File: src/rtl/sprite_blit_engine.sv
// Sprite blitter: walks a SPR_W x SPR_H palette ROM in raster order and writes opaque, on-screen pixels to the frame buffer.
// Latency: start -> first fb_we in 3 cycles; done pulses 3+SPR_W*SPR_H cycles after start (fb_ready held high).
// Backpressure: fb_we && !fb_ready freezes the whole pipeline; a skid register keeps the in-flight ROM pixel.
// Optional SPRITE_BLIT_MIRROR_EN adds a 'mirror' input that reads each ROM row right-to-left (horizontal flip).
module sprite_blit_engine #(
  parameter int SPR_W  = 40,
  parameter int SPR_H  = 60,
  parameter int PIX_W  = 5,
  parameter int ADDR_W = 19,
  parameter int FB_W   = 640,
  parameter int FB_H   = 480,
  parameter logic [PIX_W-1:0] TRANSPARENT = '0
) (
  input  logic              Clk,
  input  logic              Reset_n,
  input  logic              start,
  input  logic [9:0]        sprite_x,
  input  logic [9:0]        sprite_y,
`ifdef SPRITE_BLIT_MIRROR_EN
  input  logic              mirror,
`endif
  output logic              busy,
  output logic              done,
  output logic [ADDR_W-1:0] rom_addr,
  input  logic [PIX_W-1:0]  rom_data,
  output logic [ADDR_W-1:0] fb_addr,
  output logic [PIX_W-1:0]  fb_data,
  output logic              fb_we,
  input  logic              fb_ready
);

  localparam int ROW_W = (SPR_H > 1) ? $clog2(SPR_H) : 1;
  localparam int COL_W = (SPR_W > 1) ? $clog2(SPR_W) : 1;

  typedef enum logic [1:0] {S_IDLE, S_RUN, S_DRAIN} state_t;

  state_t r_state, w_state_nxt;

  // Latched blit parameters
  logic [9:0]        r_x, r_y;
  logic              r_mirror;
  logic              w_mirror_in;

  // Address stage: coordinates of the address currently on rom_addr
  logic [ROW_W-1:0]  r_a_row;
  logic [COL_W-1:0]  r_a_col;
  logic [ADDR_W-1:0] r_rom_addr;

  // Data stage: coordinates of the pixel whose data is on rom_data (or in the skid)
  logic              r_d_vld;
  logic [ROW_W-1:0]  r_d_row;
  logic [COL_W-1:0]  r_d_col;
  logic              r_skid_vld;
  logic [PIX_W-1:0]  r_skid_pix;

  // Output stage
  logic              r_fb_we;
  logic [ADDR_W-1:0] r_fb_addr;
  logic [PIX_W-1:0]  r_fb_data;
  logic              r_busy, r_done;

  // Control and next-value wires
  logic              w_adv, w_a_last, w_accept, w_issue, w_finish;
  logic [ROW_W-1:0]  w_row_nxt;
  logic [COL_W-1:0]  w_col_nxt, w_rom_col;
  logic              w_mir_nxt;
  logic [ADDR_W-1:0] w_rom_addr_nxt;
  logic [PIX_W-1:0]  w_d_pix;
  logic [10:0]       w_sx, w_sy;
  logic              w_keep;
  logic [ADDR_W-1:0] w_fb_addr;

`ifdef SPRITE_BLIT_MIRROR_EN
  assign w_mirror_in = mirror;
`else
  assign w_mirror_in = 1'b0;
`endif

  // A pending write that is not being taken stalls every stage
  assign w_adv    = !(r_fb_we && !fb_ready);
  assign w_a_last = (r_a_row == ROW_W'(SPR_H-1)) && (r_a_col == COL_W'(SPR_W-1));

  // Pixel leaving the data stage: skid copy wins if the ROM output moved on during a stall
  assign w_d_pix   = r_skid_vld ? r_skid_pix : rom_data;
  assign w_sx      = 11'(r_x) + 11'(r_d_col);
  assign w_sy      = 11'(r_y) + 11'(r_d_row);
  assign w_keep    = (w_d_pix != TRANSPARENT) && (w_sx < 11'(FB_W)) && (w_sy < 11'(FB_H));
  assign w_fb_addr = ADDR_W'(w_sy) * ADDR_W'(FB_W) + ADDR_W'(w_sx);

  // State register
  always_ff @(posedge Clk or negedge Reset_n) begin
    if (!Reset_n) r_state <= S_IDLE;
    else          r_state <= w_state_nxt;
  end

  // Next state and per-cycle control strobes
  always_comb begin
    w_state_nxt = r_state;
    w_accept    = 1'b0;
    w_issue     = 1'b0;
    w_finish    = 1'b0;
    case (r_state)
      S_IDLE: begin
        if (start) begin
          w_accept    = 1'b1;
          w_state_nxt = S_RUN;
        end
      end
      S_RUN: begin
        if (w_adv) begin
          if (w_a_last) w_state_nxt = S_DRAIN;
          else          w_issue     = 1'b1;
        end
      end
      S_DRAIN: begin
        // Data stage empty and the final write (if any) leaving this cycle
        if (!r_d_vld && w_adv) begin
          w_finish    = 1'b1;
          w_state_nxt = S_IDLE;
        end
      end
      default: w_state_nxt = S_IDLE;
    endcase
  end

  // Next raster position and the ROM address it maps to (column flipped when mirroring)
  always_comb begin
    w_row_nxt = r_a_row;
    w_col_nxt = r_a_col + COL_W'(1);
    if (w_accept) begin
      w_row_nxt = '0;
      w_col_nxt = '0;
    end else if (r_a_col == COL_W'(SPR_W-1)) begin
      w_row_nxt = r_a_row + ROW_W'(1);
      w_col_nxt = '0;
    end
    w_mir_nxt      = w_accept ? w_mirror_in : r_mirror;
    w_rom_col      = w_mir_nxt ? (COL_W'(SPR_W-1) - w_col_nxt) : w_col_nxt;
    w_rom_addr_nxt = ADDR_W'(w_row_nxt) * ADDR_W'(SPR_W) + ADDR_W'(w_rom_col);
  end

  // Pipeline, skid, output registers and busy/done
  always_ff @(posedge Clk or negedge Reset_n) begin
    if (!Reset_n) begin
      r_x        <= '0;
      r_y        <= '0;
      r_mirror   <= 1'b0;
      r_a_row    <= '0;
      r_a_col    <= '0;
      r_rom_addr <= '0;
      r_d_vld    <= 1'b0;
      r_d_row    <= '0;
      r_d_col    <= '0;
      r_skid_vld <= 1'b0;
      r_skid_pix <= '0;
      r_fb_we    <= 1'b0;
      r_fb_addr  <= '0;
      r_fb_data  <= '0;
      r_busy     <= 1'b0;
      r_done     <= 1'b0;
    end else begin
      if (w_accept) begin
        r_x      <= sprite_x;
        r_y      <= sprite_y;
        r_mirror <= w_mirror_in;
      end
      // Address counters hold on the last address, so rom_addr never passes N-1
      if (w_accept || w_issue) begin
        r_a_row    <= w_row_nxt;
        r_a_col    <= w_col_nxt;
        r_rom_addr <= w_rom_addr_nxt;
      end
      if (w_adv) begin
        r_d_vld    <= (r_state == S_RUN);
        r_d_row    <= r_a_row;
        r_d_col    <= r_a_col;
        r_skid_vld <= 1'b0;
        r_fb_we    <= r_d_vld && w_keep;
        if (r_d_vld && w_keep) begin
          r_fb_addr <= w_fb_addr;
          r_fb_data <= w_d_pix;
        end
      end else if (!r_skid_vld) begin
        // First stalled edge: the ROM is about to present the next address, keep this pixel
        r_skid_vld <= 1'b1;
        r_skid_pix <= rom_data;
      end
      if (w_accept)      r_busy <= 1'b1;
      else if (w_finish) r_busy <= 1'b0;
      r_done <= w_finish;
    end
  end

  assign busy     = r_busy;
  assign done     = r_done;
  assign rom_addr = r_rom_addr;
  assign fb_addr  = r_fb_addr;
  assign fb_data  = r_fb_data;
  assign fb_we    = r_fb_we;

endmodule

File: config.mk
export PLATFORM = sky130hd
export DESIGN_NAME = sprite_blit_engine
export DESIGN_NICKNAME = d
export VERILOG_FILES = /design/src/rtl/sprite_blit_engine.sv
export SDC_FILE = /design/constraint.sdc
export NUM_CORES = 1
export LEC_CHECK = 0
export ABC_AREA = 1
export BUFFER_PORTS_ARGS = -buffer_cell sky130_fd_sc_hd__buf_2
export CORE_ASPECT_RATIO = 0.8
export CORE_MARGIN = 2
export CORE_UTILIZATION = 25
export CTS_CLUSTER_DIAMETER = 150
export CTS_CLUSTER_SIZE = 24
export DETAILED_ROUTE_END_ITERATION = 10
export MAX_ROUTING_LAYER = met4
export SYNTH_ARGS = -nofsm -noshare
export SYNTH_HDL_FRONTEND = slang
export SYNTH_SLANG_ARGS = --single-unit
File: constraint.sdc
create_clock -name Clk -period 10.34 [get_ports Clk]
set_clock_uncertainty 0.15 [all_clocks]
set_input_delay 1.034 -clock Clk [delete_from_list [all_inputs] [get_ports Clk]]
set_output_delay 1.034 -clock Clk [all_outputs]
set_load 0.05 [all_outputs]
# After elaboration in Yosys (flattened, before gate mapping)
# Cells that the tools add are included.
[word_totals]
output_inout_bits = 46
wordCells = 74
reg_bits = 100
[classes]
n_eq_ne = 8
bitwise = 1
mux = 22
magnitude_cmp = 2
mul = 2
reduce_logical = 15
addsub = 7
[op_table]
columns = ["op", "n"]
rows = [
  ["two-way mux 6 bit", 5],
  ["adder 10 x 6 -> 11 bit", 2],
  ["adder 19 x 11 -> 19 bit", 1],
  ["adder 12 x 6 -> 13 bit", 1],
  ["adder 6 x 1 -> 6 bit (second input constant)", 2],
  ["equality test 6 bit (second input constant)", 2],
  ["multiplier 11 x 3 -> 12 bit (second input constant)", 1],
  ["less-than comparator 11 x 10 -> 1 bit (second input constant)", 1],
  ["less-than comparator 11 x 9 -> 1 bit (second input constant)", 1],
  ["two-way mux 1 bit", 11],
  ["multiplier 6 x 3 -> 9 bit (second input constant)", 1],
  ["two-way mux 2 bit", 4],
  ["inequality test 2 bit (second input constant)", 4],
  ["logical AND 1 bit", 6],
  ["case mux 2 bit (3 select lines)", 1],
  ["subtractor 6 bit (first input constant)", 1],
  ["two-way mux 5 bit", 1],
  ["nonzero test 5 bit", 1],
  ["AND reduction 4 bit", 1],
  ["logical NOT 1 bit", 3],
  ["equality test 2 x 1 -> 1 bit (second input constant)", 1],
  ["equality test 2 bit (second input constant)", 1],
  ["logical NOT 2 bit", 1],
  ["AND reduction 2 bit", 1],
  ["other kinds (3)", 3],
]

# Longest topological paths before layout
[depth]
depth_word = 8
ltp_mapped = 25
ltp_nobuf = 24

# Least setup slack after synthesis
# No wires, ideal clock.
[synth_timing]
path_type = "input to register"
start = "in start"
end = "reg r_rom_addr[11] (netlist: rom_addr[11])"
n_path_buf = 1
path_slack_ps = 6525
stages = 15
required_ps = 10124
setup_ps = 66
t_arrival_ps = 3599
path_cell_list = "nand2_1 -> clkbuf_1 -> o21ai_0 -> a21oi_1 -> ha_1 -> ha_1 -> inv_1 -> fa_1 -> nor2_1 -> inv_1 -> nor4_1 -> nand3_1 -> nand2_1 -> nand2_1 -> nand2_1"
[synth_between]
word_cells_on_any_way = 10
cone_classes = "add/sub: 2; mul: 1; mux: 6; reduce/logical: 1"
[synth_rtl]
columns = ["item", "line_no", "text"]
rows = [
  ["start, declared", "16", "input logic start,"],
  ["two-way mux 1 bit", "104", "if (start) begin"],
  ["two-way mux 1 bit", "102", "case (r_state)"],
  ["two-way mux 6 bit", "130", "if (w_accept) begin"],
  ["named net w_row_nxt[1]", "64", "logic [ROW_W-1:0] w_row_nxt;"],
  ["multiplier 6 x 3 -> 9 bit", "139", "w_rom_addr_nxt = ADDR_W'(w_row_nxt) * ADDR_W'(SPR_W) + ADDR_W'(w_rom_col);"],
  ["adder 12 x 6 -> 13 bit", "139", ""],
  ["end signal, assigned", "171", "r_rom_addr <= w_rom_addr_nxt;"],
  ["end, declared", "47", "logic [ADDR_W-1:0] r_rom_addr;"],
]
# The timed path passes the listed nets, and every way through them passes these cells.
# A chain may end at the register's enable or synchronous reset.

# Worst setup path in the final report
# Ends and elaborated chain as after synthesis.

==> flow_metrics.tcl <==
set metrics [dict create \
    dpl.hpwl_mm 11.2 \
    gp_congestion 0.833 \
    worst_pin_slew_ns 0.931 \
    vias 5011 \
    cts_max_path_buffers 2 \
    cts_tree "done" \
    cts_resized 0 \
    totalWireLength_mm 14.6 \
    fin_util_pct 29.2 \
    yosysTopAreaCell "dfrtp_1" \
    max-vdd-ir-drop_v 0.000140 \
    powerDensity_nw_per_um2 361 \
    vias_per_cell 4.28 \
    cp_max_fo 32 \
    worstPathRequired_ns 10.48 \
    cp-start-kind "input pin" \
    clkSinkCount 94 \
    die_w_um 179 \
    fmaxAchievable_mhz 214 \
    intPower_uw 1240 \
    htree_levels 3 \
    layout_min_cycle_time_ns 4.68 \
    layout_setup_ws_ns 5.66 \
    finalSetupViolations 0 \
    grt_pass1_wl_mm 24.0 \
    drt_iter0_drc 260 \
    synth_compound_area_share_pct 9.94 \
    synth_edf_count 0 \
    cap_violations 0 \
    dp_slack_ns 5.19 \
    area_growth_pct 15.2 \
    swShare_pct 51.7 \
    yosys.area_share.simple_pct 28.4 \
    seqPwrFrac_pct 24.3 \
    synth.ff_latch_count 94 \
    detail_route.wl_per_cell_um 12.5 \
    worstRegToRegCells 14 \
    post-route-period-util_pct 45.3 \
    ant_nets 0 \
    netlist_instances 784 \
    grt_max_degree 69 \
    diodes 0 \
    p_clk_share_pct 13.4 \
    pwr-share-comb_pct 62.3 \
    grt.total_usage_pct 12.1 \
    holdBufCountCts 0 \
    synthMuxAreaShare_pct 0 \
    total_power_uw 2560 \
    firstDrtPassIters 4 \
    start_util_pct 25.3 \
    hold_path_depth 2 \
    portBuffers 68 \
    std_cell_rows 51 \
    hold_class "reg2reg" \
    clk_latency_ns 0.35 \
    cts_made_buffers 9 \
    fin_nets 927 \
    async_flop_share_pct 100 \
    critPathCaptureType "flip-flop" \
    worstSetupStartpoint "start" \
    antenna_found_initial 0 \
    ios 75 \
    clk_pin_slew_worst_paths_ns 0.06 \
    p_leak_uw 0.00369 \
    synth.distinct_cells 41 \
    relSlewSlack_pct 37.8 \
    drive_gt1_share_pct 18.4 \
    synthAdderAreaFrac_pct 11.1 \
    cts_root_buffer "clkbuf_16" \
    timing.rr.start "r_state[1]" \
    synth-main-ff-cell "dfrtp_1" \
    synth_xor_xnor_area_share_pct 3.85 \
    cts_setup_buffers 0 \
    synth_top_family_by_area "simple AND/OR/NAND/NOR gates" \
    fin_setup_tns_ns 0 \
    avgSynthCellArea_sq_um 7.83 \
    rsz0062_at_grt "no" \
    hold_viol_final 0 \
    synth_area_sq_um 6140 \
    die_height_um 144 \
    min-delay-start "rom_addr[3]" \
    yosysWarnings 0 \
    grt_pass1_vias 4733 \
    overflow 0 \
    synth_top_area_share_pct 38.3 \
    status "finished, final reports clean" \
    dieArea_sq_um 25800 \
    ys_seq_area_share_pct 38.3 \
    ys_top_cells_by_area "dfrtp_1 38%, nand2_1 15%, ha_1 9.2%" \
    maxSlewViolCount 0 \
    crit_arrival_ns 4.82 \
    path_class "in2reg" \
    p_sw_uw 1320 \
    hold_slack_ns 0.317 \
    drc_errors 0 \
    core_area_sq_um 24200 \
]
## power groups by stage
stage	clock network (uW)	logic, uW	registers [uW]
detailed placement	0	1600	627
global route	363	1800	641
global placement	0	1580	626
floorplan	0	1080	812
CTS	351	1610	622
finish	342	1590	622
## routing by layer
metal	vias up	wire, um	part of all wire, %	GRT usage [%]
li1	2620	-	-	-
met1	2308	7650	52	17.2
met2	68	6120	42	17.2
met3	15	559	3.8	2.50
met4	0	261	1.8	3.82
met5	-	0	0	-
## metrics by stage
stage               instance area (sq um)  std cells
detailed placement                   6770       1154
CTS                                  7080       1170
finish                               7080       1170
floorplan                            6160        789
global route                         7080       1170
global placement                     6770       1154
## cells by family (layout without fill, tap and decap cells)
kind of cell,count (synthesis),in the layout
adder cells (fa/ha/maj),51,51
AND/OR/NAND/NOR,388,388
other,1,6
flip-flops,94,94
AO/OA/AOI/OAI,104,104
buffers and inverters,119,182
XOR/XNOR,27,27
## flip-flops by register name, summed over array words and instances (netlist names), 5 cells and up
name	flops
fb_addr	19
fb_data	5
r_a_col	6
r_a_row	6
r_d_col	6
r_d_row	6
r_skid_pix	5
r_x	10
r_y	10
rom_addr	13
## synth_stat cells (all sizes together) (2+ instances only)
master  instances
nand3b          5
ha             45
nand3          43
xor2           18
nor3            8
fa              6
inv            95
nand4          11
nor2           41
o31ai           2
buf            14
a31oi           6
xnor2           9
dfrtp          94
clkbuf         10
o21ai          72
a21oi          18
a21boi          2
nand2         277
## cell usage in the layout, fill, tap and decap left out, types with 2 or more instances in the layout
master	n
a31oi_1	6
nor3_1	7
xnor2_1	9
a21oi_1	17
fa_1	6
dfrtp_1	94
a21boi_1	2
nand3_1	41
o31ai_1	2
buf_2	67
ha_1	45
nand3_2	2
nor2_2	4
nand2_2	34
nand3b_1	5
nand2_1	243
buf_4	4
nor2_4	2
nor2_1	35
clkbuf_16	9
xor2_1	18
conb_1	6
o21ai_0	47
nand4_4	2
clkinv_2	3
o21ai_2	16
nand4_1	8
clkbuf_8	2
inv_2	5
inv_1	89
o21ai_1	9
## critical path, stage by stage
cell	delay (ns)
buf_2	0.10
nand2_1	0.63
inv_1	0.68
a211oi_1	0.61
ha_1	0.34
inv_1	0.08
fa_1	0.42
nor2_1	0.19
inv_1	0.08
nor4_1	0.34
nand3_1	0.12
nand2_1	0.07
nand2_1	0.05
nand2_1	0.06
## final cells by class
type / count / area (sq um)
Fill cell: 2604 / 17200
Multi-Input combinational cell: 576 / 3290
Sequential cell: 94 / 2350
Tap cell: 318 / 398
Timing Repair Buffer: 71 / 365
Inverter: 95 / 364
Clock buffer: 12 / 256
Clock inverter: 4 / 45.0
## path summary, 6_finish.rpt
check	to	slack (ns)
min in group asynchronous	r_y[9]	0.44
max in group asynchronous	fb_addr[18]	8.39
max	rom_addr[11]	5.66
max reg2reg	rom_addr[11]	5.99
min	rom_addr[3]	0.32
min reg2reg	rom_addr[3]	0.32
No activity file was read; power rests on OpenSTA's default activity.
